$ cat config.mk
export PLATFORM = sky130hd
export DESIGN_NAME = alu_sequencer
export DESIGN_NICKNAME = d
export VERILOG_FILES = /design/src/rtl/alu_sequencer.sv
export SDC_FILE = /design/constraint.sdc
export NUM_CORES = 1
export LEC_CHECK = 0
export CAP_MARGIN = 20
export CORE_MARGIN = 2
export CORE_UTILIZATION = 45
export DETAILED_ROUTE_END_ITERATION = 6
export PLACE_DENSITY = 0.79
export SLEW_MARGIN = 20
export SYNTH_ARGS = -nofsm -noshare
export SYNTH_HDL_FRONTEND = slang
export SYNTH_SLANG_ARGS = --single-unit
$ cat constraint.sdc
create_clock -name clk -period 3.3 [get_ports clk]
set_input_delay 0.66 -clock clk [delete_from_list [all_inputs] [get_ports clk]]
set_output_delay 0.66 -clock clk [all_outputs]
set_load 0.05 [all_outputs]
$ cat src/rtl/alu_sequencer.sv
// alu_sequencer: four-state instruction sequencer driving an external ALU and register-file write-back.
// Optional macro ALU_SEQUENCER_ZERO_FLAG_EN adds a zero_flag output updated on ALU write-backs.
`default_nettype none

module alu_sequencer #(
   parameter int DATA_WIDTH = 16
) (
   input  logic                  clk,
   input  logic                  rst_n,
   input  logic [15:0]           instr,
   input  logic                  instr_valid,
   output logic                  instr_ready,
   output logic [3:0]            rs_addr,
   output logic [3:0]            rt_addr,
   output logic [2:0]            FS,
   input  logic [DATA_WIDTH-1:0] alu_result,
   output logic                  wb_en,
   output logic [3:0]            wb_addr,
   output logic [DATA_WIDTH-1:0] wb_data,
   output logic                  illegal,
   output logic                  busy
`ifdef ALU_SEQUENCER_ZERO_FLAG_EN
   ,
   output logic                  zero_flag
`endif
);

   typedef enum logic [1:0] {
      S_IDLE   = 2'd0,
      S_DECODE = 2'd1,
      S_EXEC   = 2'd2,
      S_WB     = 2'd3
   } state_t;

   state_t                r_state;
   logic [15:0]           r_instr;
   logic [DATA_WIDTH-1:0] r_result;
   logic                  r_ready;
   logic                  r_busy;
   logic [3:0]            r_rs_addr;
   logic [3:0]            r_rt_addr;
   logic [2:0]            r_fs;
   logic                  r_wb_en;
   logic [3:0]            r_wb_addr;
   logic                  r_illegal;

   logic [3:0]            w_opcode;
   logic [3:0]            w_rd;
   logic                  w_rd_nz;
   logic [DATA_WIDTH-1:0] w_imm_sext;

   assign w_opcode   = r_instr[15:12];
   assign w_rd       = r_instr[11:8];
   assign w_rd_nz    = (w_rd != 4'd0);
   assign w_imm_sext = {{(DATA_WIDTH-8){r_instr[7]}}, r_instr[7:0]};

`ifdef ALU_SEQUENCER_ZERO_FLAG_EN
   logic r_zero_flag;
   assign zero_flag = r_zero_flag;
`endif

   // The result register doubles as write-back data; it only moves when a real
   // (rd != 0) write occurs, so wb_data/wb_addr hold between write-backs.
   always_ff @(posedge clk or negedge rst_n) begin
      if (!rst_n) begin
         r_state     <= S_IDLE;
         r_instr     <= 16'd0;
         r_result    <= '0;
         r_ready     <= 1'b1;
         r_busy      <= 1'b0;
         r_rs_addr   <= 4'd0;
         r_rt_addr   <= 4'd0;
         r_fs        <= 3'd0;
         r_wb_en     <= 1'b0;
         r_wb_addr   <= 4'd0;
         r_illegal   <= 1'b0;
`ifdef ALU_SEQUENCER_ZERO_FLAG_EN
         r_zero_flag <= 1'b0;
`endif
      end else begin
         r_wb_en   <= 1'b0;
         r_illegal <= 1'b0;
         case (r_state)
            S_IDLE: begin
               if (instr_valid) begin
                  r_instr   <= instr;
                  r_rs_addr <= instr[7:4];
                  r_rt_addr <= instr[3:0];
                  if (!instr[15])
                     r_fs <= instr[14:12];
                  r_illegal <= instr[15] && (instr[14:12] != 3'd0);
                  r_ready   <= 1'b0;
                  r_busy    <= 1'b1;
                  r_state   <= S_DECODE;
               end
            end
            S_DECODE: begin
               if (!w_opcode[3]) begin
                  r_state <= S_EXEC;
               end else if (w_opcode == 4'd8) begin
                  r_wb_en <= w_rd_nz;
                  if (w_rd_nz) begin
                     r_wb_addr <= w_rd;
                     r_result  <= w_imm_sext;
                  end
                  r_state <= S_WB;
               end else begin
                  r_ready <= 1'b1;
                  r_busy  <= 1'b0;
                  r_state <= S_IDLE;
               end
            end
            S_EXEC: begin
               r_wb_en <= w_rd_nz;
               if (w_rd_nz) begin
                  r_wb_addr   <= w_rd;
                  r_result    <= alu_result;
`ifdef ALU_SEQUENCER_ZERO_FLAG_EN
                  r_zero_flag <= (alu_result == '0);
`endif
               end
               r_state <= S_WB;
            end
            S_WB: begin
               r_ready <= 1'b1;
               r_busy  <= 1'b0;
               r_state <= S_IDLE;
            end
            default: begin
               r_ready <= 1'b1;
               r_busy  <= 1'b0;
               r_state <= S_IDLE;
            end
         endcase
      end
   end

   assign instr_ready = r_ready;
   assign busy        = r_busy;
   assign rs_addr     = r_rs_addr;
   assign rt_addr     = r_rt_addr;
   assign FS          = r_fs;
   assign wb_en       = r_wb_en;
   assign wb_addr     = r_wb_addr;
   assign wb_data     = r_result;
   assign illegal     = r_illegal;

endmodule

`default_nettype wire

==> results of run 1 <==
-- metal layers --
metal | wire length (microns) | global-route usage (%)
met1 | 1760 | 21.1
met2 | 1870 | 26.4
met3 | 252 | 5.00
met4 | 12 | 3.70
met5 | 0 | 0
-- synth_stat cells (all sizes together), types with 2 or more instances --
cell type   n  area share (%)
dfrtp      44              52
clkbuf      2            0.36
o21ai       3            0.71
o211a       2            0.95
mux2       38              22
nor2b       2            0.59
nor2        2            0.36
buf        12             4.3
nand2       2            0.36
inv        13             2.3
ha          6             3.6
a21oi      10             2.4
mux2i       9             4.3
-- stage by stage --
stage          area [sq um]  hold WS [ns]  setup slack (ns)  cells
6_report               2860         0.462              1.03    274
4_1_cts                2860         0.466              1.02    274
2_1_floorplan          2110         0.364              1.50    157
5_1_grt                2860         0.492             0.989    274
3_3_place_gp           2770         0.455              1.14    266
3_5_place_dp           2770         0.455              1.13    266
-- kinds of logic after synthesis --
kind of cell,count (synthesis),share of synthesized area (%)
flops,45,53.5
buf+inv,27,7.01
fa+ha+maj,6,3.56
mux,47,26.6
compound gates,19,5.59
simple gates,13,3.74
-- flip-flops by register name, indices dropped and copies added (netlist names), named ones only --
register / count
wb_data: 16
r_state: 1
r_instr: 16
wb_en: 1
wb_addr: 4
instr_ready: 1
illegal: 1
busy: 1
FS: 3
-- path summary, 6_finish.rpt --
path	to	slack [ns]	cells after the start
worst max register to register	wb_data[2]	1.14	5
worst max-delay path	instr_ready	1.03	1
worst min-delay path	instr_ready	0.46	2
worst min register to register	instr_ready	0.46	2
max in group asynchronous	illegal	2.19	1
min in group asynchronous	wb_data[0]	0.51	1
-- area by class of cell --
class	instances	area (sq um)
fillers	380	1580
flip-flops and latches	45	1130
multi-input cells	85	831
repair buffers	71	701
clock buffers	8	90.1
well taps	52	65.1
inverters	13	48.8
==> results.txt, run 1 <==
----------------------------------------------------
[Clocking]
  Clock tree from TritonCTS ... done
  Level count of the clock H-tree ... 2
  Cts-stage hold buffer count ... 0
  Number of buffers on the longest clock path ... 2
  Skew-Pair Late Insertion Delay ... 0.29 ns
  Count of buffers added by post-CTS timing repair for setup ... 0
  Number of gates resized after cts ... 0
  CTS root buf ... sky130_fd_sc_hd__clkbuf_8
  Number of sinks on the clock net ... 45
  Clock-pin slew of the registers on the worst-case setup and hold paths ... 0.07 ns
  TritonCTS buffer count ... 5

[Yosys]
  Primary FF master, synth ... sky130_fd_sc_hd__dfrtp_1
  Number of flops mapped to enable cells by yosys ... 0
  Yosys warnings ... 0
  Netlist area before placement ... 2110 sq um
  Share of synthesized area occupied by flip-flops and latches ... 53.5%
  Distinct cell type count after synthesis ... 32
  Syn_area_per_cell ... 13.4 sq um
  Async set-reset flop share out of synthesis ... 100%
  Instance count of the mapped netlist ... 157
  Flip-flop and latch count after synthesis ... 45
  Syn_nets ... 198

[Detailed routing]
  Via count of the routed design ... 1334
  First-pass iteration count of the detailed router ... 4
  Sum of routed wire length over all layers ... 3890 microns
  Antenna Violating Nets Remaining ... 0
  Via count normalized by instance count ... 4.87
  Initial DRC Count ... 44
  Mean routed wirelength per cell ... 14.2 microns
  Residual DRC count ... 0

[Finish]
  Most used cells in the layout excluding fill and tap cells ... sky130_fd_sc_hd__clkdlybuf4s50_1 (68), sky130_fd_sc_hd__dfrtp_1 (44), sky130_fd_sc_hd__mux2_1 (19)
  Most common cell after layout, fill and taps aside ... sky130_fd_sc_hd__clkdlybuf4s50_1
  Number of nets in the finished design ... 262
  Finished Core Util ... 64.4%
  Fraction of final layout cells with drive strength greater than 1 ... 14.0%
  Growth of design area from synthesis to finish ... 35.9%
  Antenna diode instance count ... 0

[Floorplan]
  Vert. Die Dim ... 72.4 microns
  Effective utilization at floorplan ... 47.4%
  Die outline area ... 5240 sq um
  CORE AREA ... 4440 sq um
  Die outline width ... 72.4 microns
  Top-level I/O count ... 70
  Number of standard-cell rows in the floorplan ... 24

[Critical path]
  Crit path arrival time ... 1.61 ns
  Required time worst endpoint ... 2.64 ns
  Launch point of the worst path ... instr_ready
  Worst setup path category ... reg -> out
  Kind of cell adding the most delay to the critical path ... buffers and inverters
  Kind of end point of the critical path ... primary output
  Critical Path Max Stage Delay ... 0.79 ns
  Cells along the critical path ... clkdlybuf4s50_1
  Maximum net fanout on the critical path ... 2
  Combined buffer and inverter count along the critical path ... 1
  CP max-delay cell ... sky130_fd_sc_hd__clkdlybuf4s50_1
  Startpoint type of the worst setup path ... flop

[Timing]
  Final Setup Violations ... 0
  Final setup skew ... 0.00583 ns
  Number of max-slew violations in the final report ... 0
  Number of hold-slack violations in the final timing report ... 0
  Final total negative setup slack ... 0 ns
  Worst-Margin Slew ... 0.948 ns
  Highest clock frequency the design can meet ... 441 MHz
  Setup repair after global routing missed its margin ... false
  Tmin final ... 2.27 ns
  Final period utilization ... 68.6%
  Slew Limit Headroom ... 36.8%

[Min path]
  Hold WC Path Type ... reg -> reg
  Worst hold start ... instr_ready

[Global route]
  Via count of the first global-routing pass ... 1340
  All-Layer GR Usage ... 16.1%
  Initial antenna violation count ... 0
  Pin count of the biggest net entering global routing ... 46
  Wire length of the first global-routing pass ... 6500 microns
  Remaining global-route overflow ... 0

[Placement]
  Final GP Congestion ... 0.721
  I/O Buffers ... 69
  Total half-perimeter wirelength after legalization and detailed placement ... 2900 microns

[Status]
  Run status ... finished, final reports clean

[Job]
  Number of max-cap violations ... 0

----------------------------------------------------
Power of run 1 is not shown: default switching activity piles up to over one toggle a cycle in this logic, so the estimate is an artifact.
==> run 2: changes to the inputs <==
--- a/config.mk
+++ b/config.mk
@@ -7,9 +7,9 @@
 export LEC_CHECK = 0
 export CAP_MARGIN = 20
 export CORE_MARGIN = 2
-export CORE_UTILIZATION = 45
+export CORE_UTILIZATION = 41
 export DETAILED_ROUTE_END_ITERATION = 6
-export PLACE_DENSITY = 0.79
+export PLACE_DENSITY = 0.76
 export SLEW_MARGIN = 20
 export SYNTH_ARGS = -nofsm -noshare
 export SYNTH_HDL_FRONTEND = slang
==> constraint.sdc (replaced) <==
create_clock -name clk -period 1.9 [get_ports clk]
set_input_delay 0.38 -clock clk [delete_from_list [all_inputs] [get_ports clk]]
set_output_delay 0.38 -clock clk [all_outputs]
set_load 0.05 [all_outputs]
==> run 2 against run 1 <==
Against the previous run:
- largest cell class unchanged
- utilization is 3.4 points lower
- final cell count is 12% higher
- via count grew 5.6%
==> results.txt, run 2 (synthesis results as in run 1) <==
----------------------------------------------------
[Timing]
  Highest clock frequency the design can meet ... 539 MHz
  Final period utilization ... 97.6%
  Slew Limit Headroom ... 56.6%
  Final total negative setup slack ... 0 ns
  Number of hold-slack violations in the final timing report ... 0
  Final setup skew ... 0.00705 ns
  Worst-Margin Slew ... 0.651 ns
  Setup repair after global routing missed its margin ... false
  Tmin final ... 1.85 ns
  Final Setup Violations ... 0
  Crit path setup slack, layout ... 0.0463 ns
  Number of max-slew violations in the final report ... 0

[Critical path]
  Critical Path Max Stage Delay ... 0.82 ns
  Cells along the critical path ... clkdlybuf4s50_1
  Count of cells along the worst register-to-register path ... 6
  Combined buffer and inverter count along the critical path ... 1
  Worst setup path category ... reg -> out
  Startpoint type of the worst setup path ... flop
  Setup slack of the worst register-to-register path ... 0.10 ns
  Kind of end point of the critical path ... primary output
  CP max-delay cell ... sky130_fd_sc_hd__clkdlybuf4s50_1
  Count of cell instances traversed by the critical path ... 1
  Maximum net fanout on the critical path ... 2
  Crit path arrival time ... 1.47 ns
  Kind of cell adding the most delay to the critical path ... buffers and inverters
  Required time worst endpoint ... 1.52 ns

[Global route]
  Pin count of the biggest net entering global routing ... 32
  Initial antenna violation count ... 0
  Remaining global-route overflow ... 0
  Wire length of the first global-routing pass ... 6940 microns
  Via count of the first global-routing pass ... 1384
  All-Layer GR Usage ... 16.8%

[Clocking]
  Number of sinks on the clock net ... 45
  Clock tree from TritonCTS ... done
  Number of buffers on the longest clock path ... 2
  Skew-Pair Late Insertion Delay ... 0.30 ns
  Clock-pin slew of the registers on the worst-case setup and hold paths ... 0.09 ns
  Level count of the clock H-tree ... 2
  TritonCTS buffer count ... 5
  CTS root buf ... sky130_fd_sc_hd__clkbuf_8
  Cts-stage hold buffer count ... 0

[Finish]
  Most common cell after layout, fill and taps aside ... sky130_fd_sc_hd__clkdlybuf4s50_1
  Fraction of final layout cells with drive strength greater than 1 ... 24.1%
  Most used cells in the layout excluding fill and tap cells ... sky130_fd_sc_hd__clkdlybuf4s50_1 (47), sky130_fd_sc_hd__dfrtp_1 (44), sky130_fd_sc_hd__buf_4 (23)
  Post-route cell area ... 3080 sq um
  Antenna diode instance count ... 0
  Number of nets in the finished design ... 277
  Layout Cells excl Fill ... 307
  Growth of design area from synthesis to finish ... 46.0%

[Placement]
  Placed standard-cell area ... 2870 sq um
  Final GP Congestion ... 0.704
  Number of cells after detailed placement ... 297
  Total half-perimeter wirelength after legalization and detailed placement ... 3310 microns
  Place WS ... -0.0806 ns
  I/O Buffers ... 69

[Floorplan]
  Number of standard-cell rows in the floorplan ... 26
  CORE AREA ... 5040 sq um
  Die outline area ... 5730 sq um
  Vert. Die Dim ... 75.7 microns
  Die outline width ... 75.7 microns
  Effective utilization at floorplan ... 41.8%
  Top-level I/O count ... 70

[Detailed routing]
  Residual DRC count ... 0
  First-pass iteration count of the detailed router ... 4
  Antenna Violating Nets Remaining ... 0
  Via count normalized by instance count ... 4.59
  Mean routed wirelength per cell ... 14.5 microns
  Initial DRC Count ... 44
  Via count of the routed design ... 1409
  Sum of routed wire length over all layers ... 4450 microns

[Job]
  Number of max-cap violations ... 0

[Status]
  Run status ... finished, final reports clean

[Pwr]
  Worst-case vdd ir drop ... 1.16 mV
  Leak ... 1.49 nW
  Power Total ... 0.00643 W
  Power per standard cell area ... 2090 nW/um^2

[Min path]
  Hold WC Path Type ... in -> async

----------------------------------------------------
run 2: path summary, 6_finish.rpt:
path                        startpoint          end
min in group clk           instr_ready  instr_ready
max in group asynchronous        rst_n  wb_data[10]
min reg2reg                instr_ready  instr_ready
max                        wb_data[10]  wb_data[10]
min                              rst_n  r_instr[10]
max reg2reg                       flop   wb_addr[3]
run 2: per-layer routing:
metal	vias to the layer above	share of wire [%]	track usage (%)
li1	689	-	-
met5	-	0	0
met1	672	42	21.6
met3	9	4.5	4.10
met4	0	2.2	7.41
met2	39	51	27.1
run 2: power breakdown:
| group | switching (W) | total [W] | internal (W) | leakage (nW) |
|---|---|---|---|---|
| registers | 0.000285 | 0.00174 | 0.00146 | 0.535 |
| clock network | 0.000344 | 0.000781 | 0.000437 | 0.0633 |
| logic | 0.00224 | 0.00390 | 0.00167 | 0.896 |
run 2: through the flow:
step	utilization [%]	hold slack, ns
floorplan	-	0.0844
global placement	57.0	0.454
detailed placement	57.0	0.453
CTS	59.6	0.111
global route	61.0	0.135
finish	61.0	0.0962
run 2: layout make-up:
cell class / instances / area, sq um
fill: 398 / 1970
sequential: 45 / 1130
timing repair buffer: 86 / 847
multi-input combinational: 85 / 841
tap: 70 / 87.6
clock buffer: 6 / 82.6
inverter: 13 / 48.8
clock inverter: 2 / 41.3
run 2: timing repair:
action                                  4_1_cts  5_1_grt
gates resized for setup                       2       13
pin swaps                                     0        1
buffers inserted                              0        2
endpoints found under the setup margin       10       17
(Power assumes the default switching activity.)
